File: src/rtl/johnson_decoder.sv
// rtl/johnson_decoder.sv - Johnson code stream decoder with sequence checking, lock tracking and error counting
module johnson_decoder #(
   parameter int WIDTH      = 4,
   parameter int LOCK_COUNT = 3,
   parameter int ERR_W      = 8,
   localparam int IW        = $clog2(2*WIDTH)
) (
   input  logic             clk,
   input  logic             rst_n,
   input  logic             in_valid,
   input  logic [WIDTH-1:0] code_in,
   output logic [IW-1:0]    index,
   output logic             index_valid,
   output logic             locked,
   output logic             err_illegal,
   output logic             err_seq,
   output logic [ERR_W-1:0] err_count
);
   localparam int N  = 2*WIDTH;
   localparam int RW = $clog2(LOCK_COUNT+1);

   typedef enum logic [1:0] {SEARCH, ACQ, LOCK} state_t;

   state_t        state;
   logic [IW-1:0] prev_idx;
   logic [RW-1:0] run;

   int unsigned   trans;
   int unsigned   pop;
   int unsigned   idx_i;
   logic          legal;
   logic          is_succ;
   logic          is_rep;
   logic          err_evt;
   logic [IW-1:0] idx;
   logic [IW-1:0] succ;

   // A Johnson code has at most one boundary between its run of ones and run of zeros.
   always_comb begin
      trans = 0;
      pop   = 0;
      for (int i = 0; i < WIDTH-1; i++)
         if (code_in[i] != code_in[i+1]) trans = trans + 1;
      for (int i = 0; i < WIDTH; i++)
         if (code_in[i]) pop = pop + 1;
      legal   = (trans <= 1);
      idx_i   = (code_in == '0 || code_in[WIDTH-1]) ? pop : unsigned'(N) - pop;
      idx     = idx_i[IW-1:0];
      succ    = (prev_idx == IW'(N-1)) ? '0 : prev_idx + 1'b1;
      is_succ = (idx == succ);
      is_rep  = (idx == prev_idx);
      err_evt = in_valid && (!legal || (state != SEARCH && !is_succ && !is_rep));
   end

   always_ff @(posedge clk or negedge rst_n) begin
      if (!rst_n) begin
         state       <= SEARCH;
         prev_idx    <= '0;
         run         <= '0;
         index       <= '0;
         index_valid <= 1'b0;
         locked      <= 1'b0;
         err_illegal <= 1'b0;
         err_seq     <= 1'b0;
         err_count   <= '0;
      end else begin
         index_valid <= 1'b0;
         err_illegal <= 1'b0;
         err_seq     <= 1'b0;
         if (err_evt && err_count != '1)
            err_count <= err_count + 1'b1;
         if (in_valid) begin
            if (!legal) begin
               err_illegal <= 1'b1;
               state       <= SEARCH;
               run         <= '0;
               locked      <= 1'b0;
            end else begin
               index       <= idx;
               prev_idx    <= idx;
               index_valid <= 1'b1;
               case (state)
                  SEARCH: begin
                     state  <= ACQ;
                     run    <= '0;
                     locked <= 1'b0;
                  end
                  ACQ: begin
                     if (is_succ) begin
                        if (int'(run) + 1 == LOCK_COUNT) begin
                           state  <= LOCK;
                           run    <= '0;
                           locked <= 1'b1;
                        end else begin
                           run <= run + 1'b1;
                        end
                     end else if (!is_rep) begin
                        err_seq <= 1'b1;
                        run     <= '0;
                     end
                  end
                  LOCK: begin
                     // A stall (repeat) keeps lock; only a jump breaks it.
                     if (!is_succ && !is_rep) begin
                        err_seq <= 1'b1;
                        state   <= ACQ;
                        run     <= '0;
                        locked  <= 1'b0;
                     end
                  end
                  default: begin
                     state  <= SEARCH;
                     run    <= '0;
                     locked <= 1'b0;
                  end
               endcase
            end
         end
      end
   end
endmodule

File: config.mk
export PLATFORM = sky130hd
export DESIGN_NAME = johnson_decoder
export DESIGN_NICKNAME = d
export VERILOG_FILES = /design/src/rtl/johnson_decoder.sv
export SDC_FILE = /design/constraint.sdc
export NUM_CORES = 1
export LEC_CHECK = 0
export CORE_UTILIZATION = 50
export CTS_CLUSTER_SIZE = 16
export DETAILED_ROUTE_END_ITERATION = 6
export PLACE_DENSITY = 0.8
export SLEW_MARGIN = 20
export SYNTH_ARGS = -nofsm -noshare
export SYNTH_HDL_FRONTEND = slang
export SYNTH_SLANG_ARGS = --single-unit
export TNS_END_PERCENT = 1
File: constraint.sdc
create_clock -name clk -period 2.6 [get_ports clk]
set_input_delay 0.39 -clock clk [delete_from_list [all_inputs] [get_ports clk]]
set_output_delay 0.39 -clock clk [all_outputs]
set_load 0.005 [all_outputs]
==> results.sh, run 1 <==
export IMPL_status="complete, but fails checks"
export IMPL_violations="setup timing"
export IMPL_worst_pin_slew_ps=910
export IMPL_relSlewSlack_pct=39.1
export IMPL_die_x_um=55.0
export IMPL_dpl_hpwl_um=2610
export IMPL_cpMostUsedCell="buf_4"
export IMPL_ys_flop_type="dfrtp_1"
export IMPL_drt_initial_drc_count=33
export IMPL_drtAntennaViolNets=0
export IMPL_fin_nets=208
export IMPL_place_gp_congestion=0.860
export IMPL_fmax_mhz=356
export IMPL_root_buffer="clkbuf_4"
export IMPL_hp_class="flop to flop"
export IMPL_antenna_found_initial=0
export IMPL_drc=0
export IMPL_switching_share_pct=40.9
export IMPL_grt_pass1_wl_um=5800
export IMPL_postSynth_asyncResetShare_pct=100
export IMPL_cts_tree="yes"
export IMPL_layout_drive_gt1_share_pct=36.9
export IMPL_drtPass1Iterations=4
export IMPL_vias=1281
export IMPL_critical_path_cell_chain="buf_8, clkinvlp_4, ha_4, xnor2_4, xnor2_2, ha_2, a211oi_2, nor2_2, mux2i_4, xor2_2, nor3_2, buf_4, a21o_1, o211ai_1, buf_4, mux2i_1"
export IMPL_cp_top_family="XOR/XNOR gates"
export IMPL_r2r_slack_ps=350
export IMPL_grtUsageTotal_pct=27.6
export IMPL_p_int_mw=1.02
export IMPL_p_leak_nw=0.919
export IMPL_synth_edf_count=0
export IMPL_clockBufferDepth=2
export IMPL_p_per_area_nw_per_um2=836
export IMPL_cts_hold_buf=0
export IMPL_period_share_pct=108
export IMPL_seq_area_frac_synth_pct=33.8
export IMPL_cts_clk_slew_worst_paths_ps=110
export IMPL_worstSkewPairLatency_ps=300
export IMPL_critPathMaxStageDelay_ps=300
export IMPL_num_rows=18
export IMPL_syn_nets=150
export IMPL_start_util_pct=54.7
export IMPL_period_minus_slack_ps=2810
export IMPL_finalSetupTns_ps=-2290
export IMPL_critPathRequiredTime_ps=2830
export IMPL_nFillCells=147
export IMPL_crit_path_top_delay_cell="ha_4"
export IMPL_finalSetupViolCount=14
export IMPL_regArea_um2=475
export IMPL_hold_viol=0
export IMPL_final_util_pct=80.8
export IMPL_synth_top_area_cell="dfrtp_1"
export IMPL_die_h_um=55.0
export IMPL_synth_cell_types=48
export IMPL_yosysWarnings=0
export IMPL_dieArea_um2=3030
export IMPL_grt_pass1_vias=1272
export IMPL_synthCells=130
export IMPL_area_delta_synth_final_pct=47.6
export IMPL_yosysTopAreaCellShare_pct=33.8
export IMPL_timing_critical_path_buf_inv=4
export IMPL_path_class="primary input to flop"
export IMPL_ioPinCount=22
export IMPL_grt_ovfl_total=0
export IMPL_cts_buffers=3
export IMPL_core_um2=2570
export IMPL_cp_max_fo=5
export IMPL_antenna_cells=0
export IMPL_multi_input_area_um2=1010
export IMPL_switching_power_uw=709
export IMPL_cp_start_kind="primary input"
export IMPL_syn_area_um2=1410
export IMPL_synth_common_cells="19 x dfrtp_1, 13 x ha_1, 12 x xnor2_1"
export IMPL_grt_max_degree=20
export IMPL_vdd_drop_max_mv=0.604
export IMPL_cts_sinks=19
export IMPL_ys_ff_latch=19
export IMPL_vias_per_cell=5.90
export IMPL_synth_most_common_cell="dfrtp_1"
export IMPL_skew_ps=1.98
export IMPL_total_power_mw=1.73
export IMPL_seqPwrFrac_pct=28.5
export IMPL_end_kind="flop"
export IMPL_crit_arrival_ps=3040
export IMPL_final_max_slew_viol_count=0
export IMPL_avgSynthCellArea_um2=10.8
export IMPL_post_drt_wl_per_cell_um=18.1
export IMPL_combinationalPowerShare_pct=62.5
export IMPL_htreeDepth=1
export IMPL_port_buffers=21
export IMPL_drv_cap=0
export IMPL_fin_ws_ps=-210
export IMPL_ys_top_cells_by_area="dfrtp_1 34%, ha_1 12%, xnor2_1 7.5%, nand2b_1 2.2%, mux2i_1 2.1%"
export IMPL_rsz0062_at_grt="yes"
export IMPL_routed_wl_um=3930
export IMPL_clockPowerShare_pct=9.0
==> timing repair <==
action,CTS,global route
buffers inserted,3,2
resized for setup,22,10
setup endpoints to repair,14,14
endpoints found under the hold margin,0,0
pin swaps,17,5
==> cells in the final DEF, fill, tap and decap left out, types with 2 or more instances in the layout <==
master	n
ha_1	9
and3_1	3
clkinvlp_4	2
o211ai_1	3
o21ai_1	2
nand2_1	5
xnor2_1	9
and2_1	2
o211ai_2	2
nand2b_1	5
o21ai_0	2
xor2_1	3
buf_6	4
buf_4	29
clkdlybuf4s50_1	17
buf_8	2
xnor2_2	3
o2111ai_1	2
mux2i_4	2
nor2_1	7
ha_4	3
a21oi_1	2
clkbuf_4	3
nand4_1	2
dfrtp_1	19
o21ai_2	2
inv_1	6
mux2_2	2
mux2i_1	2
==> layout make-up <==
class / instances / share of cell area [%]
clock buffers: 4 / 1.27
inverters: 9 / 1.99
multi-input cells: 101 / 48.6
flip-flops and latches: 19 / 22.9
well taps: 30 / 1.81
repair buffers: 54 / 23.4
==> power groups by stage <==
stage / Sequential [mW] / Clock, mW / Combinational (mW)
2_1_floorplan: 0.486 / 0 / 0.530
3_3_place_gp: 0.481 / 0 / 0.918
3_5_place_dp: 0.491 / 0 / 0.971
4_1_cts: 0.488 / 0.157 / 1.04
5_1_grt: 0.503 / 0.172 / 1.16
6_report: 0.494 / 0.156 / 1.08
==> final timing paths <==
| kind | cells after the start | from | to |
|---|---|---|---|
| worst min register to register | 1 | err_count[6]$_DFFE_PN0P_ | err_count[6]$_DFFE_PN0P_ |
| min in group asynchronous | 1 | rst_n | state[0]$_DFFE_PN0P_ |
| worst max-delay path | 16 | code_in[1] | state[0]$_DFFE_PN0P_ |
| worst min-delay path | 1 | err_count[6]$_DFFE_PN0P_ | err_count[6]$_DFFE_PN0P_ |
| max in group asynchronous | 1 | rst_n | err_count[3]$_DFFE_PN0P_ |
| worst max register to register | 9 | prev_idx[0]$_DFFE_PN0P_ | err_count[1]$_DFFE_PN0P_ |
==> registers in the layout (all words and copies together) (netlist names) <==
name,flops
err_illegal,1
run,2
locked,1
state,2
err_seq,1
index_valid,1
err_count,8
prev_idx,3
==> per-layer routing <==
layer / routed length [um] / vias to the layer above / global-route usage, %
met1: 1580 / 640 / 30.9
met3: 130 / 11 / 4.92
met5: 0 / - / 0
li1: - / 586 / -
met2: 2110 / 44 / 49.4
met4: 113 / 0 / 14.2
==> cells by family (layout without fill, tap and decap cells) <==
group / after synthesis / count (layout) / synth area share [%]
muxes: 7 / 7 / 5.79
DFF: 19 / 19 / 33.8
AOI/OAI and AO/OA: 32 / 32 / 21.0
xor gates and xnor gates: 17 / 17 / 11.7
and+or+nand+nor: 31 / 31 / 12.5
buffers and inverters: 10 / 67 / 2.94
adders and majority gates: 14 / 14 / 12.3
==> stage by stage <==
stage / std cells / setup WS (ps) / instance area [um^2] / hold slack [ps]
2_1_floorplan: 130 / -370 / 1460 / 94.4
3_3_place_gp: 208 / -941 / 1910 / 484
3_5_place_dp: 208 / -1110 / 1910 / 495
4_1_cts: 215 / -304 / 2000 / 505
5_1_grt: 217 / -326 / 2070 / 521
6_report: 217 / -210 / 2070 / 499
No activity file was read; power rests on OpenSTA's default activity.
==> run 2: changes to the inputs <==
--- a/config.mk
+++ b/config.mk
@@ -9,6 +9,7 @@
 export CTS_CLUSTER_SIZE = 16
 export DETAILED_ROUTE_END_ITERATION = 6
 export PLACE_DENSITY = 0.8
+export SETUP_SLACK_MARGIN = 0.3
 export SLEW_MARGIN = 20
 export SYNTH_ARGS = -nofsm -noshare
 export SYNTH_HDL_FRONTEND = slang
==> constraint.sdc (replaced) <==
create_clock -name clk -period 2.9 [get_ports clk]
set_input_delay 0.435 -clock clk [delete_from_list [all_inputs] [get_ports clk]]
set_output_delay 0.435 -clock clk [all_outputs]
set_load 0.005 [all_outputs]
==> results.sh, run 2 (synthesis gave the netlist of run 1 again) <==
export IMPL_status="finished, final reports clean"
export IMPL_final_util_pct=77.0
export IMPL_fmax_mhz=347
export IMPL_grt_pass1_wl_um=5400
export IMPL_worst_pin_slew_ps=885
export IMPL_drv_cap=0
export IMPL_layout_drive_gt1_share_pct=32.2
export IMPL_drt_initial_drc_count=13
export IMPL_worstSkewPairLatency_ps=300
export IMPL_largest_register="err_count"
export IMPL_timing_rr_end="err_count[1]$_DFFE_PN0P_"
export IMPL_clockBufferDepth=2
export IMPL_combinationalPowerShare_pct=59.8
export IMPL_cts_clk_slew_worst_paths_ps=110
export IMPL_final_common_cell="buf_4"
export IMPL_htreeDepth=1
export IMPL_period_minus_slack_ps=2880
export IMPL_p_per_area_nw_per_um2=741
export IMPL_vdd_drop_max_mv=0.535
export IMPL_grt_ovfl_total=0
export IMPL_p_int_uw=874
export IMPL_end_kind="flop"
export IMPL_critPathRequiredTime_ps=3100
export IMPL_drtPass1Iterations=4
export IMPL_period_share_pct=99.3
export IMPL_die_h_um=55.0
export IMPL_clockPowerShare_pct=9.6
export IMPL_dieArea_um2=3030
export IMPL_reg2reg_from="prev_idx[1]$_DFFE_PN0P_"
export IMPL_antenna_found_initial=0
export IMPL_layout_common_cells="23 x buf_4, 19 x dfrtp_1, 18 x clkdlybuf4s50_1"
export IMPL_place_gp_congestion=0.811
export IMPL_die_x_um=55.0
export IMPL_core_um2=2570
export IMPL_cts_sinks=19
export IMPL_hold_viol=0
export IMPL_vias_per_cell=5.64
export IMPL_hp_class="flop to flop"
export IMPL_cts_hold_buf=0
export IMPL_biggestRegsByFlops="err_count x8, prev_idx x3"
export IMPL_antenna_cells=0
export IMPL_finalSetupViolCount=0
export IMPL_drc=0
export IMPL_crit_start="code_in[0]"
export IMPL_num_rows=18
export IMPL_cts_tree="yes"
export IMPL_total_power_mw=1.47
export IMPL_switching_power_uw=592
export IMPL_dpl_hpwl_um=2480
export IMPL_area_delta_synth_final_pct=40.8
export IMPL_worstSetupEndpoint="err_count[1]$_DFFE_PN0P_"
export IMPL_skew_ps=2.02
export IMPL_routed_wl_um=3250
export IMPL_seqPwrFrac_pct=30.6
export IMPL_cts_buffers=3
export IMPL_cp_start_kind="primary input"
export IMPL_path_class="primary input to flop"
export IMPL_nFillCells=170
export IMPL_drtAntennaViolNets=0
export IMPL_cp_max_fo=5
export IMPL_fin_nets=201
export IMPL_largest_reg_flops=8
export IMPL_root_buffer="clkbuf_4"
export IMPL_ioPinCount=22
export IMPL_place_area_um2=1860
export IMPL_switching_share_pct=40.4
export IMPL_p_leak_nw=0.867
export IMPL_finalInstanceArea_um2=1980
export IMPL_crit_arrival_ps=3080
export IMPL_final_max_slew_viol_count=0
export IMPL_rsz0062_at_grt="yes"
export IMPL_port_buffers=21
export IMPL_grt_max_degree=20
export IMPL_start_util_pct=54.7
export IMPL_grt_pass1_vias=1205
export IMPL_post_drt_wl_per_cell_um=15.5
export IMPL_grtUsageTotal_pct=25.5
export IMPL_vias=1184
export IMPL_relSlewSlack_pct=40.8
export IMPL_reg2reg_depth=7
export IMPL_r2r_slack_ps=580
==> run 2: how the worst min path moves through the flow <==
stage,to,start,slack [ps],depth (start not counted)
after floorplan,err_count[0]$_DFFE_PN0P_,rst_n,140,0
after global placement,err_count[6]$_DFFE_PN0P_,err_count[6]$_DFFE_PN0P_,490,1
after detailed placement,err_count[7]$_DFFE_PN0P_,err_count[7]$_DFFE_PN0P_,490,1
after CTS,err_count[7]$_DFFE_PN0P_,err_count[7]$_DFFE_PN0P_,510,1
after global routing,err_count[7]$_DFFE_PN0P_,err_count[7]$_DFFE_PN0P_,540,1
final,err_count[6]$_DFFE_PN0P_,err_count[6]$_DFFE_PN0P_,510,1
==> run 2: worst max-delay path: stages <==
cell and delay [ps]:
buf_8 80, clkinvlp_4 110, ha_4 190, mux2i_2 160, xnor2_1 160, a21oi_1 110, ha_2 200, a211oi_2 190
buf_4 150, mux2i_2 60, buf_6 140, xor2_4 190, or2_1 230, o221a_4 250, nor2_4 120, mux2_4 300
==> run 2: per-stage QoR <==
step	setup TNS (ps)	instances	hold slack (ps)	setup slack (ps)
after global routing	-265	210	542	-78.5
after floorplan	-196	130	139	-115
final	0	210	505	20.1
after detailed placement	-10110	202	492	-835
after global placement	-8130	202	486	-693
after CTS	-20.1	209	512	-9.97
==> run 2: power by group through the flow <==
| stage | clock [mW] | combinational (mW) | sequential [mW] |
|---|---|---|---|
| floorplan | 0 | 0.475 | 0.435 |
| global placement | 0 | 0.781 | 0.441 |
| detailed placement | 0 | 0.823 | 0.450 |
| CTS | 0.143 | 0.866 | 0.446 |
| global route | 0.162 | 0.949 | 0.458 |
| finish | 0.141 | 0.876 | 0.448 |
==> run 2: layout make-up <==
cell class	instances	area [um^2]	share of cell area, %
Tap cell	30	37.5	1.90
Clock buffer	4	26.3	1.33
Multi-Input combinational cell	101	972	49.1
Timing Repair Buffer	47	425	21.5
Sequential cell	19	475	24.0
Inverter	9	41.3	2.09
==> run 2: timing repair <==
item                                    CTS  global route
pin swaps                                12             8
setup buffers                             3             1
endpoints found under the setup margin   14            14
resized for setup                        19             3
==> run 2: routing by layer <==
metal,global-route usage [%],vias to the layer above,part of all wire (%)
li1,-,572,-
met1,30.2,573,42
met2,44.2,32,52
met3,4.10,7,3.9
met4,12.9,0,2.2
met5,0,-,0
